File: config.mk
export PLATFORM = sky130hd
export DESIGN_NAME = ines_prg_loader
export DESIGN_NICKNAME = d
export VERILOG_FILES = /design/src/rtl/nes_pkg.sv /design/src/rtl/ines_hdr_check.sv /design/src/rtl/ines_prg_loader.sv
export SDC_FILE = /design/constraint.sdc
export NUM_CORES = 1
export LEC_CHECK = 0
export BUFFER_PORTS_ARGS = -buffer_cell sky130_fd_sc_hd__buf_2
export CAP_MARGIN = 15
export CORE_MARGIN = 1.5
export CORE_UTILIZATION = 56
export DETAILED_ROUTE_END_ITERATION = 12
export GPL_TIMING_DRIVEN = 0
export HOLD_SLACK_MARGIN = 0.1
export PLACE_DENSITY_LB_ADDON = 0.08
export SLEW_MARGIN = 10
export SYNTH_ARGS = -nofsm -noshare
export SYNTH_HDL_FRONTEND = slang
export SYNTH_SLANG_ARGS = --single-unit
export TNS_END_PERCENT = 30
File: constraint.sdc
create_clock -name clk -period 3.5 [get_ports clk]
set_input_delay 0.35 -clock clk [delete_from_list [all_inputs] [get_ports clk]]
set_output_delay 0.35 -clock clk [all_outputs]
set_load 0.02 [all_outputs]
File: src/rtl/nes_pkg.sv
// Shared types and constants for the iNES boot loader.
package nes_pkg;

    typedef enum logic [2:0] {
        IDLE,
        HDR,
        TRAIN,
        PRG,
        CHR,
        DONE,
        ERROR
    } loader_state_t;

    typedef enum logic [1:0] {
        ERR_NONE   = 2'd0,
        ERR_MAGIC  = 2'd1,
        ERR_SIZE   = 2'd2,
        ERR_MAPPER = 2'd3
    } err_code_t;

    // "NES\x1A" with byte 0 in the least significant position
    localparam logic [31:0] INES_MAGIC   = 32'h1A53454E;
    localparam int unsigned INES_HDR_LEN = 16;

endpackage

File: src/rtl/ines_hdr_check.sv
// Combinational check of one iNES header byte against its position.
module ines_hdr_check
    import nes_pkg::*;
(
    input  logic [3:0] idx,
    input  logic [7:0] hdr_byte,
    input  logic [3:0] mapper_lo,
    output logic       pass,
    output err_code_t  code
);

    logic [7:0] magic_byte;

    always_comb begin
        magic_byte = INES_MAGIC[{idx[1:0], 3'b000} +: 8];
        pass       = 1'b1;
        code       = ERR_NONE;
        case (idx)
            4'd0, 4'd1, 4'd2, 4'd3: begin
                if (hdr_byte != magic_byte) begin
                    pass = 1'b0;
                    code = ERR_MAGIC;
                end
            end
            4'd4: begin
                if (hdr_byte != 8'd1) begin
                    pass = 1'b0;
                    code = ERR_SIZE;
                end
            end
            4'd5: begin
                if (hdr_byte > 8'd1) begin
                    pass = 1'b0;
                    code = ERR_SIZE;
                end
            end
            // Mapper number is split across bytes 6 and 7; the low nibble was latched earlier
            4'd7: begin
                if ({hdr_byte[7:4], mapper_lo} != 8'd0) begin
                    pass = 1'b0;
                    code = ERR_MAPPER;
                end
            end
            default: ;
        endcase
    end

endmodule

File: src/rtl/ines_prg_loader.sv
// Boot-time iNES image loader: validates the header, skips the trainer,
// fills PRG/CHR ROMs and releases the CPU reset once the image is in place.
module ines_prg_loader
    import nes_pkg::*;
#(
    parameter int unsigned PRG_AW      = 14,
    parameter int unsigned CHR_AW      = 13,
    parameter int unsigned HDR_LEN     = INES_HDR_LEN,
    parameter int unsigned TRAINER_LEN = 512
)(
    input  logic              clk,
    input  logic              rst_n,
    input  logic              start,
    input  logic [7:0]        in_data,
    input  logic              in_valid,
    output logic              in_ready,
    output logic              prg_we,
    output logic [PRG_AW-1:0] prg_addr,
    output logic [7:0]        prg_wdata,
    output logic              chr_we,
    output logic [CHR_AW-1:0] chr_addr,
    output logic [7:0]        chr_wdata,
    output logic              busy,
    output logic              done,
    output logic              error,
    output logic [1:0]        err_code,
    output logic              cpu_rst_n
);

    localparam int unsigned TRN_W = $clog2(TRAINER_LEN);
    localparam int unsigned W0    = (PRG_AW > CHR_AW) ? PRG_AW : CHR_AW;
    localparam int unsigned W1    = (W0 > TRN_W) ? W0 : TRN_W;
    localparam int unsigned CNT_W = (W1 > 4) ? W1 : 4;

    loader_state_t     state_q, state_d;
    logic [CNT_W-1:0]  cnt_q, cnt_d;
    logic              in_ready_q, in_ready_d;
    logic              prg_we_q, prg_we_d;
    logic [PRG_AW-1:0] prg_addr_q, prg_addr_d;
    logic [7:0]        prg_wdata_q, prg_wdata_d;
    logic              chr_we_q, chr_we_d;
    logic [CHR_AW-1:0] chr_addr_q, chr_addr_d;
    logic [7:0]        chr_wdata_q, chr_wdata_d;
    logic              busy_q, busy_d;
    logic              done_q, done_d;
    logic              error_q, error_d;
    err_code_t         err_code_q, err_code_d;
    logic              cpu_rst_n_q, cpu_rst_n_d;
    logic              chr_units_q, chr_units_d;
    logic              trainer_q, trainer_d;
    logic [3:0]        mapper_lo_q, mapper_lo_d;

    logic              accept;
    logic              hdr_pass;
    err_code_t         hdr_code;

    assign accept = in_valid && in_ready_q;

    ines_hdr_check u_hdr_check (
        .idx       (cnt_q[3:0]),
        .hdr_byte  (in_data),
        .mapper_lo (mapper_lo_q),
        .pass      (hdr_pass),
        .code      (hdr_code)
    );

    always_comb begin
        state_d     = state_q;
        cnt_d       = cnt_q;
        prg_we_d    = 1'b0;
        prg_addr_d  = prg_addr_q;
        prg_wdata_d = prg_wdata_q;
        chr_we_d    = 1'b0;
        chr_addr_d  = chr_addr_q;
        chr_wdata_d = chr_wdata_q;
        err_code_d  = err_code_q;
        chr_units_d = chr_units_q;
        trainer_d   = trainer_q;
        mapper_lo_d = mapper_lo_q;

        case (state_q)
            IDLE: begin
                if (start) begin
                    state_d = HDR;
                    cnt_d   = '0;
                end
            end
            HDR: begin
                if (accept) begin
                    if (!hdr_pass) begin
                        state_d    = ERROR;
                        err_code_d = hdr_code;
                    end else begin
                        if (cnt_q[3:0] == 4'd5) chr_units_d = in_data[0];
                        if (cnt_q[3:0] == 4'd6) begin
                            trainer_d   = in_data[2];
                            mapper_lo_d = in_data[7:4];
                        end
                        if (cnt_q[3:0] == 4'(HDR_LEN - 1)) begin
                            cnt_d   = '0;
                            state_d = trainer_q ? TRAIN : PRG;
                        end else begin
                            cnt_d = cnt_q + CNT_W'(1);
                        end
                    end
                end
            end
            TRAIN: begin
                if (accept) begin
                    if (cnt_q == CNT_W'(TRAINER_LEN - 1)) begin
                        cnt_d   = '0;
                        state_d = PRG;
                    end else begin
                        cnt_d = cnt_q + CNT_W'(1);
                    end
                end
            end
            PRG: begin
                if (accept) begin
                    prg_we_d    = 1'b1;
                    prg_addr_d  = cnt_q[PRG_AW-1:0];
                    prg_wdata_d = in_data;
                    if (&cnt_q[PRG_AW-1:0]) begin
                        cnt_d   = '0;
                        state_d = chr_units_q ? CHR : DONE;
                    end else begin
                        cnt_d = cnt_q + CNT_W'(1);
                    end
                end
            end
            CHR: begin
                if (accept) begin
                    chr_we_d    = 1'b1;
                    chr_addr_d  = cnt_q[CHR_AW-1:0];
                    chr_wdata_d = in_data;
                    if (&cnt_q[CHR_AW-1:0]) begin
                        cnt_d   = '0;
                        state_d = DONE;
                    end else begin
                        cnt_d = cnt_q + CNT_W'(1);
                    end
                end
            end
            DONE, ERROR: begin
                if (start) begin
                    state_d    = HDR;
                    cnt_d      = '0;
                    err_code_d = ERR_NONE;
                end
            end
            default: state_d = IDLE;
        endcase

        // Status follows the next state, except that DONE's status lags by one
        // cycle so it appears only after the final write strobe has retired.
        in_ready_d  = (state_d == HDR) || (state_d == TRAIN) ||
                      (state_d == PRG) || (state_d == CHR);
        error_d     = (state_d == ERROR);
        done_d      = (state_q == DONE) && (state_d == DONE);
        cpu_rst_n_d = done_d;
        busy_d      = in_ready_d || ((state_d == DONE) && (state_q != DONE));
    end

    always_ff @(posedge clk or negedge rst_n) begin
        if (!rst_n) begin
            state_q     <= IDLE;
            cnt_q       <= '0;
            in_ready_q  <= 1'b0;
            prg_we_q    <= 1'b0;
            prg_addr_q  <= '0;
            prg_wdata_q <= '0;
            chr_we_q    <= 1'b0;
            chr_addr_q  <= '0;
            chr_wdata_q <= '0;
            busy_q      <= 1'b0;
            done_q      <= 1'b0;
            error_q     <= 1'b0;
            err_code_q  <= ERR_NONE;
            cpu_rst_n_q <= 1'b0;
            chr_units_q <= 1'b0;
            trainer_q   <= 1'b0;
            mapper_lo_q <= '0;
        end else begin
            state_q     <= state_d;
            cnt_q       <= cnt_d;
            in_ready_q  <= in_ready_d;
            prg_we_q    <= prg_we_d;
            prg_addr_q  <= prg_addr_d;
            prg_wdata_q <= prg_wdata_d;
            chr_we_q    <= chr_we_d;
            chr_addr_q  <= chr_addr_d;
            chr_wdata_q <= chr_wdata_d;
            busy_q      <= busy_d;
            done_q      <= done_d;
            error_q     <= error_d;
            err_code_q  <= err_code_d;
            cpu_rst_n_q <= cpu_rst_n_d;
            chr_units_q <= chr_units_d;
            trainer_q   <= trainer_d;
            mapper_lo_q <= mapper_lo_d;
        end
    end

    assign in_ready  = in_ready_q;
    assign prg_we    = prg_we_q;
    assign prg_addr  = prg_addr_q;
    assign prg_wdata = prg_wdata_q;
    assign chr_we    = chr_we_q;
    assign chr_addr  = chr_addr_q;
    assign chr_wdata = chr_wdata_q;
    assign busy      = busy_q;
    assign done      = done_q;
    assign error     = error_q;
    assign err_code  = err_code_q;
    assign cpu_rst_n = cpu_rst_n_q;

endmodule

==> flow_metrics.py, run 1 <==
metrics = {
    "status": {
        "outcome": "complete, no violations",
    },
    "global_routing": {
        "grt_pass1_wl_um": 13600,
        "antenna_found_initial": 0,
        "grtUsageTotal_pct": 24.6,
        "grt_pass1_vias": 2721,
        "grt_overflow": 0,
        "grt_max_degree": 57,
    },
    "yosys": {
        "synth_flop_cell": "dfrtp_1",
        "synthCells": 328,
        "netlist-cell-type-count": 48,
        "synth_area_per_cell_um2": 11.2,
        "netlist_area_um2": 3680,
        "synth_seq_cells": 74,
        "synth_edf_count": 0,
        "synth-warning-count": 0,
        "seq_area_frac_synth_pct": 50.3,
        "ys_async_sr_fraction_pct": 100,
        "synth_fp_nets": 346,
    },
    "sta": {
        "final_max_slew_viol_count": 0,
        "fmax_mhz": 328,
        "fin_worst_skew_ns": 0.00938,
        "hold_viol": 0,
        "tns_ns": 0,
        "finalCritPeriodShare_pct": 87.2,
        "rsz0062_at_grt": "false",
        "min_period_ns": 3.05,
        "setup_viol": 0,
        "worst_pin_slew_ns": 0.831,
        "slew_headroom_pct": 44.1,
    },
    "pwr": {
        "seqPwrFrac_pct": 43.2,
        "combPwrFrac_pct": 32.6,
        "ir_drop_uv": 409,
        "p_int_uw": 1610,
        "power.total_uw": 2590,
        "leakage_uw": 0.00204,
        "power.share.clock_pct": 24.2,
        "cellPowerDensity_nw_per_um2": 600,
        "switching_share_pct": 38.1,
        "p_sw_uw": 989,
    },
    "clocking": {
        "h-tree-depth": 3,
        "clock_latency_ns": 0.36,
        "clockRootBuffer": "clkbuf_8",
        "clockBufferDepth": 2,
        "clkSinkCount": 74,
        "path_clk_slew_ns": 0.08,
        "cts_tree": "done",
        "numCtsBuffers": 9,
        "cts_setup_buffers": 0,
    },
    "floorplanning": {
        "io_pins": 64,
        "row_count": 29,
        "start_util_pct": 57.9,
        "die-area_um2": 7060,
        "die_w_um": 84.1,
        "core-area_um2": 6350,
        "fp.dieH_um": 84.1,
    },
    "drt": {
        "antenna_left": 0,
        "drc": 0,
        "routed_wl_um": 8170,
        "drtIter0Drc": 112,
        "num_vias": 2802,
        "dr.pass1.iters": 5,
        "vias_per_cell": 5.77,
        "wl_per_cell_um": 16.8,
    },
    "cells_and_area": {
        "antennaDiodeCount": 0,
        "layout-drive-gt1-share_pct": 36.2,
        "layout.nets": 422,
        "final_cells": 486,
        "final_util_pct": 68.1,
        "areaGrowthSynthToFinish_pct": 17.6,
    },
    "worst_setup_path": {
        "crit_type": "flip-flop to flip-flop",
        "critPathLaunchType": "flip-flop",
        "critPathArrivalTime_ns": 3.30,
        "crit_required_ns": 3.75,
        "end_kind": "flip-flop",
        "crit_fanout": 11,
    },
    "placement": {
        "numPortBuffers": 63,
        "place_inst": 469,
        "hpwl_um": 5770,
        "gp_congestion": 0.869,
    },
    "run": {
        "maxCapViolCount": 0,
    },
    "hold_path": {
        "holdCritPathClass": "input port to flip-flop",
    },
}
-- power groups by stage --
| stage | logic (uW) | clock network (uW) | registers (uW) |
|---|---|---|---|
| final | 846 | 627 | 1120 |
| after global routing | 928 | 664 | 1140 |
| after CTS | 843 | 631 | 1120 |
| after detailed placement | 837 | 0 | 1140 |
| after global placement | 817 | 0 | 1130 |
| after floorplan | 512 | 0 | 1200 |
-- kinds of logic (layout without fill, tap and decap cells) --
kind of cell / Yosys count / count (layout) / synth area share (%)
AND/OR/NAND/NOR: 108 / 108 / 15.0
flip-flops: 74 / 74 / 50.3
AO/OA/AOI/OAI: 58 / 58 / 12.8
multiplexers: 53 / 53 / 16.1
buffers and inverters: 26 / 107 / 2.99
adder cells (fa/ha/maj): 6 / 6 / 2.04
XOR/XNOR: 3 / 3 / 0.714
-- final timing paths --
path	from	to	slack, ns	cells after the start
max in group asynchronous	rst_n	cnt_q[5]$_DFFE_PN0P_	2.55	3
hold reg to reg	prg_addr[8]$_DFFE_PN0P_	prg_addr[8]$_DFFE_PN0P_	0.51	1
setup reg to reg	cnt_q[1]$_DFFE_PN0P_	mapper_lo_q[0]$_DFFE_PN0P_	0.45	9
setup / recovery	cnt_q[1]$_DFFE_PN0P_	mapper_lo_q[0]$_DFFE_PN0P_	0.45	9
min in group asynchronous	rst_n	error$_DFF_PN0_	0.40	2
hold / removal	in_data[5]	prg_wdata[5]$_DFFE_PN0P_	0.29	2
-- layout make-up --
class                   count  area [um2]
clock buffers               9         124
clock inverters             7        60.1
well taps                  77        96.3
flip-flops and latches     74        1850
fillers                   517        2020
plain buffers              17        76.3
repair buffers             65         355
inverters                   9        33.8
multi-input cells         228        1730
-- registers in the layout, indices dropped and copies added, names as in the netlist --
| name | flops |
|---|---|
| busy | 1 |
| chr_addr | 13 |
| chr_units_q | 1 |
| chr_wdata | 8 |
| chr_we | 1 |
| cnt_q | 14 |
| cpu_rst_n | 1 |
| err_code | 2 |
| error | 1 |
| in_ready | 1 |
| mapper_lo_q | 4 |
| prg_addr | 14 |
| prg_wdata | 8 |
| prg_we | 1 |
| state_q | 3 |
| trainer_q | 1 |
-- cells in the mapped netlist (2+ instances only) --
master	n	share of area [%]
ha_1	6	2.0
nor2b_1	5	0.85
nand2b_1	6	1.0
mux2i_1	3	0.82
inv_1	9	0.92
nor3_1	8	1.1
and3b_1	4	0.95
or2_2	2	0.34
o21ai_0	13	1.8
a2bb2oi_1	7	1.7
and3_1	5	0.85
xnor2_1	3	0.71
clkbuf_1	14	1.4
or3_1	3	0.51
nand3_1	9	1.2
nor2_1	18	1.8
nand4_1	3	0.51
o2bb2ai_1	2	0.48
o31ai_2	7	2.4
o32ai_1	2	0.48
mux2_2	50	15
o221a_2	2	0.61
or2_1	2	0.34
o21a_1	2	0.41
a21oi_1	9	1.2
a31oi_1	2	0.34
and4_1	4	0.95
nor4_1	2	0.34
nand2_1	34	3.5
dfrtp_1	74	50
-- repair_timing --
action	CTS	global route
setup endpoints to repair	0	8
hold buffers	1	0
gates resized for setup	0	1
hold endpoints to repair	18	0
-- routing by layer --
layer	routed length (um)	share of wire, %	track usage (%)
met1	3940	48	35.2
met2	3890	48	37.7
met3	227	2.8	3.86
met4	115	1.4	9.54
met5	0	0	0
-- layout by cell type, fill, tap and decap left out, types with 3 or more instances in the layout --
cell type / n
dfrtp_1: 74
buf_2: 63
mux2_2: 50
nand2_1: 34
nor2_1: 18
clkbuf_1: 14
o21ai_0: 13
inv_1: 9
a21oi_1: 9
nand3_1: 9
clkbuf_8: 9
nor3_1: 8
a2bb2oi_1: 7
o31ai_2: 7
nand2b_1: 6
ha_1: 6
and3_1: 5
nor2b_1: 5
and3b_1: 4
and4_1: 4
xnor2_1: 3
nand4_1: 3
or3_1: 3
mux2i_1: 3
clkinvlp_4: 3
-- per-stage QoR --
| step | setup slack [ns] | instance area (um2) | hold slack, ns |
|---|---|---|---|
| floorplan | 0.899 | 3680 | 0.0544 |
| global placement | 0.359 | 4090 | 0.484 |
| detailed placement | 0.248 | 4120 | 0.250 |
| CTS | 0.240 | 4310 | 0.290 |
| global route | 0.207 | 4330 | 0.292 |
| finish | 0.448 | 4330 | 0.289 |
-- critical path: stages, from the launching register on --
cell	delay [ns]
dfrtp_1	0.58
inv_1	0.12
ha_1	0.27
xnor2_1	0.15
or4_4	0.45
o41ai_4	0.48
or2_1	0.19
and3_1	0.17
buf_2	0.18
mux2_2	0.35
(Power assumes the default switching activity.)
==> run 2, diff against run 1 <==
CORE_MARGIN = unset   (was 1.5)
==> run 2 against run 1 <==
  * Flip-flop and latch count did not move
  * Die area down 2.4%
  * Cell area up 0.52%
  * Sequential share of layout area down 0.22 points
==> flow_metrics.py, run 2 (synthesis gave the netlist of run 1 again) <==
metrics = {
    "clocking": {
        "cts_tree": "done",
        "path_clk_slew_ns": 0.09,
        "cts_setup_buffers": 0,
        "clockBufferDepth": 2,
        "numCtsBuffers": 9,
        "clock_latency_ns": 0.35,
        "clockRootBuffer": "clkbuf_8",
        "clkSinkCount": 74,
        "h-tree-depth": 3,
    },
    "sta": {
        "slew_headroom_pct": 44.8,
        "final_max_slew_viol_count": 0,
        "hold_viol": 0,
        "setup_viol": 0,
        "worst_pin_slew_ns": 0.822,
        "setup_ws_ns": 0.390,
        "rsz0062_at_grt": "false",
        "finalCritPeriodShare_pct": 88.9,
        "min_period_ns": 3.11,
        "fmax_mhz": 322,
        "tns_ns": 0,
        "fin_worst_skew_ns": 0.00894,
    },
    "drt": {
        "routed_wl_um": 8100,
        "antenna_left": 0,
        "drtIter0Drc": 168,
        "vias_per_cell": 5.80,
        "wl_per_cell_um": 16.7,
        "num_vias": 2820,
        "dr.pass1.iters": 5,
        "drc": 0,
    },
    "worst_setup_path": {
        "crit_required_ns": 3.77,
        "critPathLaunchType": "flip-flop",
        "critPathArrivalTime_ns": 3.38,
        "end_kind": "flip-flop",
        "crit_type": "flip-flop to flip-flop",
        "crit_fanout": 11,
    },
    "floorplanning": {
        "die_w_um": 83.1,
        "io_pins": 64,
        "core-area_um2": 6350,
        "start_util_pct": 57.9,
        "fp.dieH_um": 83.1,
        "die-area_um2": 6900,
        "row_count": 29,
    },
    "pwr": {
        "leakage_uw": 0.00205,
        "power.total_uw": 2670,
        "power.share.clock_pct": 26.0,
        "p_sw_uw": 990,
        "p_int_uw": 1680,
        "switching_share_pct": 37.1,
        "combPwrFrac_pct": 31.8,
        "cellPowerDensity_nw_per_um2": 614,
        "ir_drop_uv": 423,
        "seqPwrFrac_pct": 42.2,
    },
    "cells_and_area": {
        "layout-drive-gt1-share_pct": 36.2,
        "most-common-layout-cells": "dfrtp_1, buf_2, mux2_2, nand2_1, nor2_1",
        "design_area_um2": 4350,
        "antennaDiodeCount": 0,
        "layout.nets": 422,
        "areaGrowthSynthToFinish_pct": 18.2,
        "layout_commonest_cell": "dfrtp_1",
    },
    "placement": {
        "numPortBuffers": 63,
        "hpwl_um": 5720,
        "dpl_cell_area_um2": 4120,
        "place_ws_ns": 0.266,
        "gp_congestion": 0.849,
    },
    "global_routing": {
        "grt_pass1_vias": 2760,
        "grt_max_degree": 56,
        "grt_overflow": 0,
        "grt_pass1_wl_um": 13900,
        "grtUsageTotal_pct": 25.5,
        "antenna_found_initial": 0,
    },
    "hold_path": {
        "holdCritPathClass": "input port to flip-flop",
    },
    "run": {
        "maxCapViolCount": 0,
    },
    "status": {
        "outcome": "complete, no violations",
    },
}
run 2: metal layers:
layer	part of all wire [%]	GRT usage, %	vias to the layer above
li1	-	-	1348
met1	47	35.9	1392
met2	48	40.2	70
met3	3.8	5.47	10
met4	1.5	7.05	0
met5	0	0	-
run 2: metrics by stage:
| step | instances | hold slack, ns | util, % |
|---|---|---|---|
| 5_1_grt | 486 | 0.308 | 68.5 |
| 2_1_floorplan | 328 | 0.0544 | - |
| 4_1_cts | 486 | 0.289 | 68.3 |
| 6_report | 486 | 0.298 | 68.5 |
| 3_3_place_gp | 468 | 0.484 | 64.4 |
| 3_5_place_dp | 469 | 0.255 | 64.9 |
run 2: cell type report:
cell class / instances / area [um2]
Clock inverter: 7 / 82.6
Fill cell: 507 / 2000
Timing Repair Buffer: 65 / 355
Multi-Input combinational cell: 228 / 1730
Clock buffer: 9 / 124
Inverter: 9 / 33.8
Tap cell: 77 / 96.3
Buffer: 17 / 76.3
Sequential cell: 74 / 1850
run 2: final timing paths:
path                            slack [ns]  depth (start not counted)                        to                     start
max in group asynchronous             2.53                          3     cnt_q[13]$_DFFE_PN0P_                     rst_n
worst max-delay path                  0.39                          9      cnt_q[6]$_DFFE_PN0P_      cnt_q[1]$_DFFE_PN0P_
worst max register to register        0.39                          9      cnt_q[6]$_DFFE_PN0P_      cnt_q[1]$_DFFE_PN0P_
worst min register to register        0.50                          1  prg_addr[13]$_DFFE_PN0P_  prg_addr[13]$_DFFE_PN0P_
worst min-delay path                  0.30                          2  chr_wdata[5]$_DFFE_PN0P_                in_data[5]
min in group asynchronous             0.42                          2   err_code[1]$_DFFE_PN0P_                     rst_n
run 2: what timing repair did:
item	CTS	global route
endpoints found under the setup margin	0	8
hold endpoints to repair	19	0
hold buffers	1	0
resized for setup	0	1
run 2: power groups by stage:
stage	combinational, uW	sequential [uW]	clock [uW]
floorplan	512	1200	0
global placement	816	1130	0
detailed placement	840	1140	0
CTS	846	1130	707
global route	937	1150	743
finish	848	1130	694
run 2: critical path, stage by stage, from the launching register on:
cell       delay, ns
dfrtp_1         0.60
inv_1           0.12
ha_1            0.32
and3b_1         0.18
a21oi_1         0.31
o41ai_4         0.13
o41ai_4         0.62
clkbuf_1        0.46
a2bb2oi_1       0.18
o31ai_2         0.09
